===== config.mk =====
export PLATFORM = sky130hd
export DESIGN_NAME = peak_select
export DESIGN_NICKNAME = d
export VERILOG_FILES = /design/src/rtl/pe_pkg.sv /design/src/rtl/mag_approx.sv /design/src/rtl/peak_select.sv
export SDC_FILE = /design/constraint.sdc
export NUM_CORES = 1
export LEC_CHECK = 0
export ABC_AREA = 1
export CAP_MARGIN = 20
export CORE_ASPECT_RATIO = 1.2
export CORE_UTILIZATION = 40
export CTS_CLUSTER_DIAMETER = 40
export DETAILED_ROUTE_END_ITERATION = 8
export PLACE_DENSITY = 0.68
export SYNTH_ARGS = -nofsm -noshare
export SYNTH_HDL_FRONTEND = slang
export SYNTH_SLANG_ARGS = --single-unit

===== constraint.sdc =====
create_clock -name clk -period 4.3 [get_ports clk]
set_input_delay 0.86 -clock clk [delete_from_list [all_inputs] [get_ports clk]]
set_output_delay 0.86 -clock clk [all_outputs]
set_load 0.02 [all_outputs]

===== src/rtl/pe_pkg.sv =====
// pe_pkg: shared types for the peak_select block.
package pe_pkg;
    localparam int PEAKS_MAX = 8;
    localparam int BIN_W_MAX = 16;
    localparam int MAG_W_MAX = 32;
    typedef enum logic [1:0] {IDLE, COLLECT, EMIT} state_t;
    typedef struct packed {
        logic [BIN_W_MAX-1:0] bin;
        logic [MAG_W_MAX-1:0] mag;
    } peak_t;
endpackage


===== src/rtl/mag_approx.sv =====
// mag_approx: registered max + min/2 magnitude estimate of a signed complex sample.
module mag_approx #(
    parameter int W = 14
) (
    input  logic                clk,
    input  logic                reset,
    input  logic signed [W-1:0] re,
    input  logic signed [W-1:0] im,
    output logic        [W-1:0] mag
);
    logic [W-1:0] ar, ai, mx, mn;
    // Negating the most negative value wraps to 2^(W-1), which is exact when read unsigned.
    always_comb begin
        ar = re[W-1] ? -re : re;
        ai = im[W-1] ? -im : im;
        mx = ar > ai ? ar : ai;
        mn = ar > ai ? ai : ar;
    end
    always_ff @(posedge clk or negedge reset)
        if (!reset) mag <= '0;
        else mag <= mx + (mn >> 1);
endmodule


===== src/rtl/peak_select.sv =====
// peak_select: tracks the PEAKS strongest lower-half bins of an FFT frame
// and streams them out strongest first after end of frame.
module peak_select import pe_pkg::*; #(
    parameter int I_WIDTH = 14,
    parameter int FFT     = 11,
    parameter int PEAKS   = 4
) (
    input  logic                      clk,
    input  logic                      reset,
    input  logic                      sink_sop,
    input  logic                      sink_eop,
    input  logic                      sink_valid,
    input  logic signed [I_WIDTH-1:0] sink_real,
    input  logic signed [I_WIDTH-1:0] sink_imag,
    output logic                      sink_ready,
    output logic                      source_sop,
    output logic                      source_eop,
    output logic                      source_valid,
    output logic [FFT-1:0]            source_bin,
    output logic [I_WIDTH-1:0]        source_mag,
    output logic                      frame_err
);
    localparam int RW = PEAKS > 1 ? $clog2(PEAKS) : 1;
    localparam logic [FFT-1:0] LAST_BIN = '1;
    state_t state, state_n;
    peak_t tbl [PEAKS];
    peak_t tbl_n [PEAKS];
    peak_t cand;
    logic [PEAKS-1:0] gt;
    logic [FFT-1:0] bin_cnt, beat_bin, s1_bin;
    logic [I_WIDTH-1:0] s1_mag;
    logic [RW-1:0] rank;
    logic rdy, acc, drain, frame, clr, last, s1_cand, s1_eop, s2_eop;

    mag_approx #(.W(I_WIDTH)) u_mag (
        .clk(clk), .reset(reset), .re(sink_real), .im(sink_imag), .mag(s1_mag)
    );

    assign acc = sink_valid && sink_ready;
    // Beats arriving while the eop result drains through the pipeline are not part of any frame.
    assign drain = s1_eop || s2_eop;
    assign frame = acc && (state == IDLE ? sink_sop : state == COLLECT && !drain);
    assign clr = frame && sink_sop;
    assign beat_bin = sink_sop ? '0 : bin_cnt;
    assign last = rank == RW'(PEAKS - 1);
    assign sink_ready = rdy && state != EMIT;
    assign source_valid = state == EMIT;
    assign source_sop = source_valid && rank == '0;
    assign source_eop = source_valid && last;
    assign source_bin = source_valid ? tbl[rank].bin[FFT-1:0] : '0;
    assign source_mag = source_valid ? tbl[rank].mag[I_WIDTH-1:0] : '0;

    // gt is a run of zeros then ones, so the first set bit is the insertion slot.
    always_comb begin
        cand = '{bin: BIN_W_MAX'(s1_bin), mag: MAG_W_MAX'(s1_mag)};
        for (int k = 0; k < PEAKS; k++) gt[k] = MAG_W_MAX'(s1_mag) > tbl[k].mag;
        tbl_n[0] = gt[0] ? cand : tbl[0];
        for (int k = 1; k < PEAKS; k++) tbl_n[k] = gt[k-1] ? tbl[k-1] : gt[k] ? cand : tbl[k];
    end

    always_comb begin
        state_n = state;
        state_n = state == IDLE ? (clr ? COLLECT : IDLE) :
                  state == COLLECT ? (s2_eop ? EMIT : COLLECT) :
                  (last ? IDLE : EMIT);
    end

    always_ff @(posedge clk or negedge reset)
        if (!reset) state <= IDLE;
        else state <= state_n;

    always_ff @(posedge clk or negedge reset)
        if (!reset) begin
            rdy <= 1'b0;
            bin_cnt <= '0;
            s1_bin <= '0;
            s1_cand <= 1'b0;
            s1_eop <= 1'b0;
            s2_eop <= 1'b0;
            rank <= '0;
            frame_err <= 1'b0;
            for (int k = 0; k < PEAKS; k++) tbl[k] <= '0;
        end else begin
            rdy <= 1'b1;
            s1_bin <= beat_bin;
            s1_cand <= frame && beat_bin != '0 && !beat_bin[FFT-1];
            s1_eop <= frame && sink_eop;
            s2_eop <= s1_eop;
            rank <= state == EMIT && !last ? rank + RW'(1) : '0;
            frame_err <= (acc && state == IDLE && sink_eop && !sink_sop) ||
                         (frame && ((sink_eop && beat_bin != LAST_BIN) || (state == COLLECT && sink_sop)));
            if (frame) bin_cnt <= beat_bin + FFT'(1);
            for (int k = 0; k < PEAKS; k++) tbl[k] <= clr ? '0 : s1_cand ? tbl_n[k] : tbl[k];
        end
endmodule


## After elaboration in Yosys (flattened, before gate mapping)

Index checks and enable logic that the tools add are counted.

| storage, ports and cells | value |
|---|---|
| word-level logic and storage cells | 103 |
| bits in registers | 237 |
| output and inout bits | 30 |

| operators by class | value |
|---|---|
| eq/ne operators | 5 |
| reductions and logical operators | 36 |
| muxes and demuxes | 32 |
| $lt $le $gt $ge | 6 |
| add/sub/neg operators | 5 |
| bitwise operators | 1 |

Operators by type and width:

| cell | count |
|---|---|
| $mux W48 | 15 |
| $gt A14 B32 Y1 | 4 |
| $bmux W48 S2 | 1 |
| $mux W43 | 2 |
| $mux W14 | 5 |
| $neg A14 Y14 | 2 |
| $mux W11 | 2 |
| $logic_and A1 B1 Y1 | 17 |
| $add A14 B13 Y14 | 1 |
| $gt A14 B14 Y1 | 1 |
| $add A11 B1 Y11 const B | 1 |
| $ne A11 B11 Y1 const B | 1 |
| $reduce_bool A11 Y1 | 1 |
| $mux W2 | 5 |
| $reduce_bool A3 Y1 | 3 |
| $reduce_and A2 Y1 | 4 |
| $eq A2 B2 Y1 const B | 2 |
| $logic_not A1 Y1 | 4 |
| $logic_not A2 Y1 | 2 |
| $reduce_bool A2 Y1 | 2 |
| $ge A3 B3 Y1 const B | 1 |
| $logic_or A1 B1 Y1 | 3 |
| $not A2 Y3 | 1 |
| $add A2 B1 Y2 const B | 1 |
| other kinds (3) | 4 |

## Longest topological paths before layout

| depth | value |
|---|---|
| depth in word-level cells | 8 |
| gate-level depth with buffers | 32 |
| mapped depth without buffers | 31 |

## By module

Synthesis repeated with hierarchy kept, for this count alone.

| second synthesis, totals | value |
|---|---|
| cell total of the unflattened synthesis | 1,593 |
| area total of the unflattened synthesis | 11,192.0 um2 |

By module, submodules not included:

| module | seq. area each (um2) | area each (um2) | cells each | instances |
|---|---|---|---|---|
| peak_select | 3,278.1 | 8,785.9 | 1,221 | 1 |
| mag_approx | 350.3 | 2,406.1 | 372 | 1 |

## Worst setup path after synthesis

Ideal clock, no wire load.

| timing path | value |
|---|---|
| path kind | input to register |
| start | input sink_real[0] |
| end | register u_mag.mag[10] |
| data required time | 4.221 ns |
| library setup time | 0.079 ns |
| data arrival time | 4.447 ns |
| buffers on the path | 1 |
| stages | 27 |
| path slack | -0.227 ns |
| cell sequence | inv_1 -> ha_1 -> nand3_1 -> nor3_1 -> nand3_1 -> nand2_1 -> nand2_1 -> xor2_1 -> ha_1 -> nand2_1 -> inv_1 -> nand3_1 -> nor3_1 -> nand4_1 -> nand2_2 -> buf_2 -> nand2_1 -> o21ai_0 -> ha_1 -> inv_1 -> fa_1 -> nor3_1 -> nor2_1 -> o21ai_0 -> nand3_1 -> nand2_1 -> xor2_1 |

| on the way | value |
|---|---|
| word-level cells in the longest chain between the ends | 5 |

RTL lines:

| item | RTL line | source |
|---|---|---|
| start: declaration | peak_select.sv:13 | `input logic signed [I_WIDTH-1:0] sink_real,` |
| $neg A14 Y14 | mag_approx.sv:14 | `ar = re[W-1] ? -re : re;` |
| $mux W14 * | mag_approx.sv:14 |  |
| $gt A14 B14 Y1 | mag_approx.sv:16, mag_approx.sv:17 |  |
| $mux W14, on equally long branches | mag_approx.sv:16, mag_approx.sv:17 |  |
| $add A14 B13 Y14 * | mag_approx.sv:21 | `else mag <= mx + (mn >> 1);` |
| end signal: assignment | mag_approx.sv:21 |  |
| end: declaration | mag_approx.sv:9 | `output logic [W-1:0] mag` |

Every way passes the cells marked *; elsewhere a longest branch is shown, timed or not.
A chain may end at the register's enable or synchronous reset.

## Final worst setup path

| timing path | value |
|---|---|
| start | input sink_imag[1] |
| end | register u_mag.mag[4] |

| on the way | value |
|---|---|
| word-level cells in the longest chain between the ends | 5 |

RTL lines:

| item | RTL line | source |
|---|---|---|
| start: declaration | peak_select.sv:14 | `input logic signed [I_WIDTH-1:0] sink_imag,` |
| $neg A14 Y14 | mag_approx.sv:15 | `ai = im[W-1] ? -im : im;` |
| $mux W14 * | mag_approx.sv:15 |  |
| $gt A14 B14 Y1 | mag_approx.sv:16, mag_approx.sv:17 |  |
| $mux W14, on equally long branches | mag_approx.sv:16, mag_approx.sv:17 |  |
| $add A14 B13 Y14 * | mag_approx.sv:21 |  |

Marks and branches as above.

==> flow_metrics.py <==
metrics = {
    "floorplanning": {
        "boundaryPins": 63,
        "core_sq_um": 27000,
        "std_cell_rows": 66,
        "fp.dieArea_sq_um": 28100,
        "fp.dieH_um": 183,
        "die_w_um": 153,
        "initial_core_util_pct": 40.6,
    },
    "setup_path": {
        "crit_path_max_fanout": 8,
        "rr_worst_depth": 11,
        "path_class": "in -> reg",
        "r2r-start": "state[0]",
        "reg2reg_setup_slack_ps": 920,
        "worst_setup_path_end_kind": "flop",
        "crit_arrival_ps": 4490,
        "cp.required_ps": 4610,
        "cp_common_cell": "buf_4",
        "cp-start-kind": "input port",
        "reg2reg_to": "tbl[0]",
        "critPathMaxStageDelay_ps": 370,
        "cpMaxStageDelayCell": "ha_1",
        "crit_start": "sink_imag[1]",
        "worstSetupEndpoint": "u_mag.mag[4]",
    },
    "pwr": {
        "finalPower_mw": 9.21,
        "power.leakage_nw": 7.11,
        "power.density_nw_per_um2": 660,
        "ir_drop_mv": 0.345,
    },
    "final_layout": {
        "final_cell_count_no_fill": 2057,
        "synthToLayoutAreaGrowth_pct": 27.2,
        "fillers": 2538,
        "antenna_cells": 0,
        "final_nets": 1827,
        "drive_above_1_share_pct": 19.1,
        "postLayoutCoreUtil_pct": 51.6,
        "layout_commonest_cell": "nand2_1",
        "mostFrequentLayoutCells": "375 x nand2_1, 167 x nand3_1, 151 x buf_4",
    },
    "drt": {
        "drt-total-wl_um": 33600,
        "via_count": 11200,
        "firstDrtPassIters": 5,
        "drc": 0,
        "ant_nets": 0,
        "vias_per_cell": 5.47,
        "drt_iter0_drc": 821,
        "routedWlPerCell_um": 16.3,
    },
    "run_status": {
        "outcome": "complete, no violations",
    },
    "grt": {
        "antenna_found_initial": 0,
        "grt_usage_pct": 24.2,
        "grt_max_degree": 69,
        "grt_pass1_vias": 11000,
        "grt_pass1_wl_um": 54700,
        "gr-total-overflow": 0,
    },
    "logic_synthesis": {
        "avgSynthCellArea_sq_um": 7.10,
        "yosysTopAreaCell": "dfrtp_1",
        "ys_seq_elements": 145,
        "synth.distinct_cells": 46,
        "yosysSeqAreaShare_pct": 33.1,
        "synth_top_area_share_pct": 33.1,
        "postSynthCellCount": 1545,
        "syn-num-nets": 1668,
        "syn_area_sq_um": 11000,
        "synth_warnings": 0,
        "synth.area.top_cells": "dfrtp_1 33%, nand2_1 14%, ha_1 10%",
    },
    "clock_tree": {
        "clk_pin_slew_ps": 70,
        "cts.path.max_buffers": 2,
        "cts_tree": "done",
        "cts_buffers": 17,
        "cts_sinks": 145,
        "htreeDepth": 4,
        "clock-root-buffer": "clkbuf_16",
        "clk_latency_ps": 440,
    },
    "sta": {
        "fin_crit_sh_pct": 97.2,
        "drv_slew": 0,
        "relSlewSlack_pct": 39.4,
        "worstMarginPinSlew_ps": 907,
        "period_minus_slack_ps": 4180,
        "setup_violations": 0,
        "finalHoldViolCount": 0,
        "clock_skew_ps": 12.5,
        "fmax_mhz": 239,
        "hold_ws_ps": 383,
    },
    "place": {
        "place_congestion": 0.879,
        "portBuffers": 62,
        "hpwl_um": 22500,
        "dp.cells": 1994,
    },
    "min_path": {
        "hp-class": "reg -> reg",
    },
    "run": {
        "maxCapViolCount": 0,
    },
}
layer usage:
metal / wire length, um / global-route usage (%) / vias to the layer above / share of wire (%)
met5: 0 / 0 / - / 0
met4: 1040 / 11.3 / 0 / 3.1
met3: 1900 / 2.86 / 73 / 5.7
met2: 16900 / 42.7 / 417 / 50
met1: 13700 / 29.5 / 5271 / 41
li1: - / - / 5487 / -
where the power goes:
group	switching [mW]	internal (mW)	leakage (nW)
registers	0.454	1.75	1.93
clock network	0.647	0.829	0.276
logic	3.44	2.09	4.90
total	4.54	4.67	7.11
flip-flops by register name (all words and copies together), names as in the netlist, 2 cells and up:
register   flops
tbl          100
s1_bin        11
u_mag.mag     14
state          2
rank           2
bin_cnt       11
final cells by class:
type,count,area [sq um],area share (%)
Multi-Input combinational cell,1155,6760,48.4
Clock inverter,14,146,1.05
Clock buffer,18,439,3.15
Inverter,161,619,4.44
Sequential cell,145,3630,26.0
Timing Repair Buffer,224,1930,13.8
Tap cell,340,425,3.05
worst max-delay path: cells and delay by family:
| kind | cells | cell delay (ps) |
|---|---|---|
| and+or+nand+nor | 11 | 1280 |
| xor gates and xnor gates | 2 | 290 |
| adders and majority gates | 3 | 800 |
| buffers and inverters | 10 | 890 |
| AOI/OAI and AO/OA | 3 | 370 |
synth_stat cells (all sizes together):
cell     instances
fa               1
nand2          409
a21oi          107
nor3b            2
o2111ai          1
o21a             2
conb             1
a31oi            1
xnor2            9
a21o             4
nor3            18
buf             51
nand3b           1
dfrtp          145
o211ai           2
xor2            28
a311oi           1
clkinv           2
nand3          180
inv            159
a21boi           4
o31ai            4
or2              3
ha              89
clkbuf          33
nor2            77
and3             1
nor4             1
o21bai           2
o21ai          121
nand4           86
how the worst min path moves through the flow:
stage                     startpoint  endpoint  slack [ps]  cells after the start
after CTS                     s1_eop    s2_eop         390                      0
after detailed placement      s1_eop    s2_eop         370                      0
final                         s1_eop    s2_eop         380                      0
after global placement        s1_eop    s2_eop         360                      0
after floorplan               s1_eop    s2_eop         350                      0
after global routing          s1_eop    s2_eop         400                      0
timing repair:
item / CTS / global route
buffers inserted: 13 / 16
hold buffers: 0 / 0
resized for setup: 82 / 105
endpoints found under the setup margin: 10 / 11
endpoints found under the hold margin: 0 / 0
pin swaps: 37 / 34
cloned: 1 / 2
cell families after synthesis:
group	count (synthesis)	share of synthesized area, %
adders and majority gates	90	10.3
AOI/OAI and AO/OA	249	11.9
other	1	0.0342
xor gates and xnor gates	37	2.96
buffers and inverters	245	9.33
DFF	145	33.1
and+or+nand+nor	778	32.4
stage by stage:
stage | setup TNS (ps) | cell area, sq um | setup slack, ps
6_report | 0 | 13900 | 120
4_1_cts | 0 | 13500 | 13.5
5_1_grt | -470 | 13900 | -89.1
2_1_floorplan | 0 | 11000 | 14.8
3_5_place_dp | -7690 | 12600 | -845
3_3_place_gp | -5640 | 12600 | -641
No activity file was read; power rests on OpenSTA's default activity.
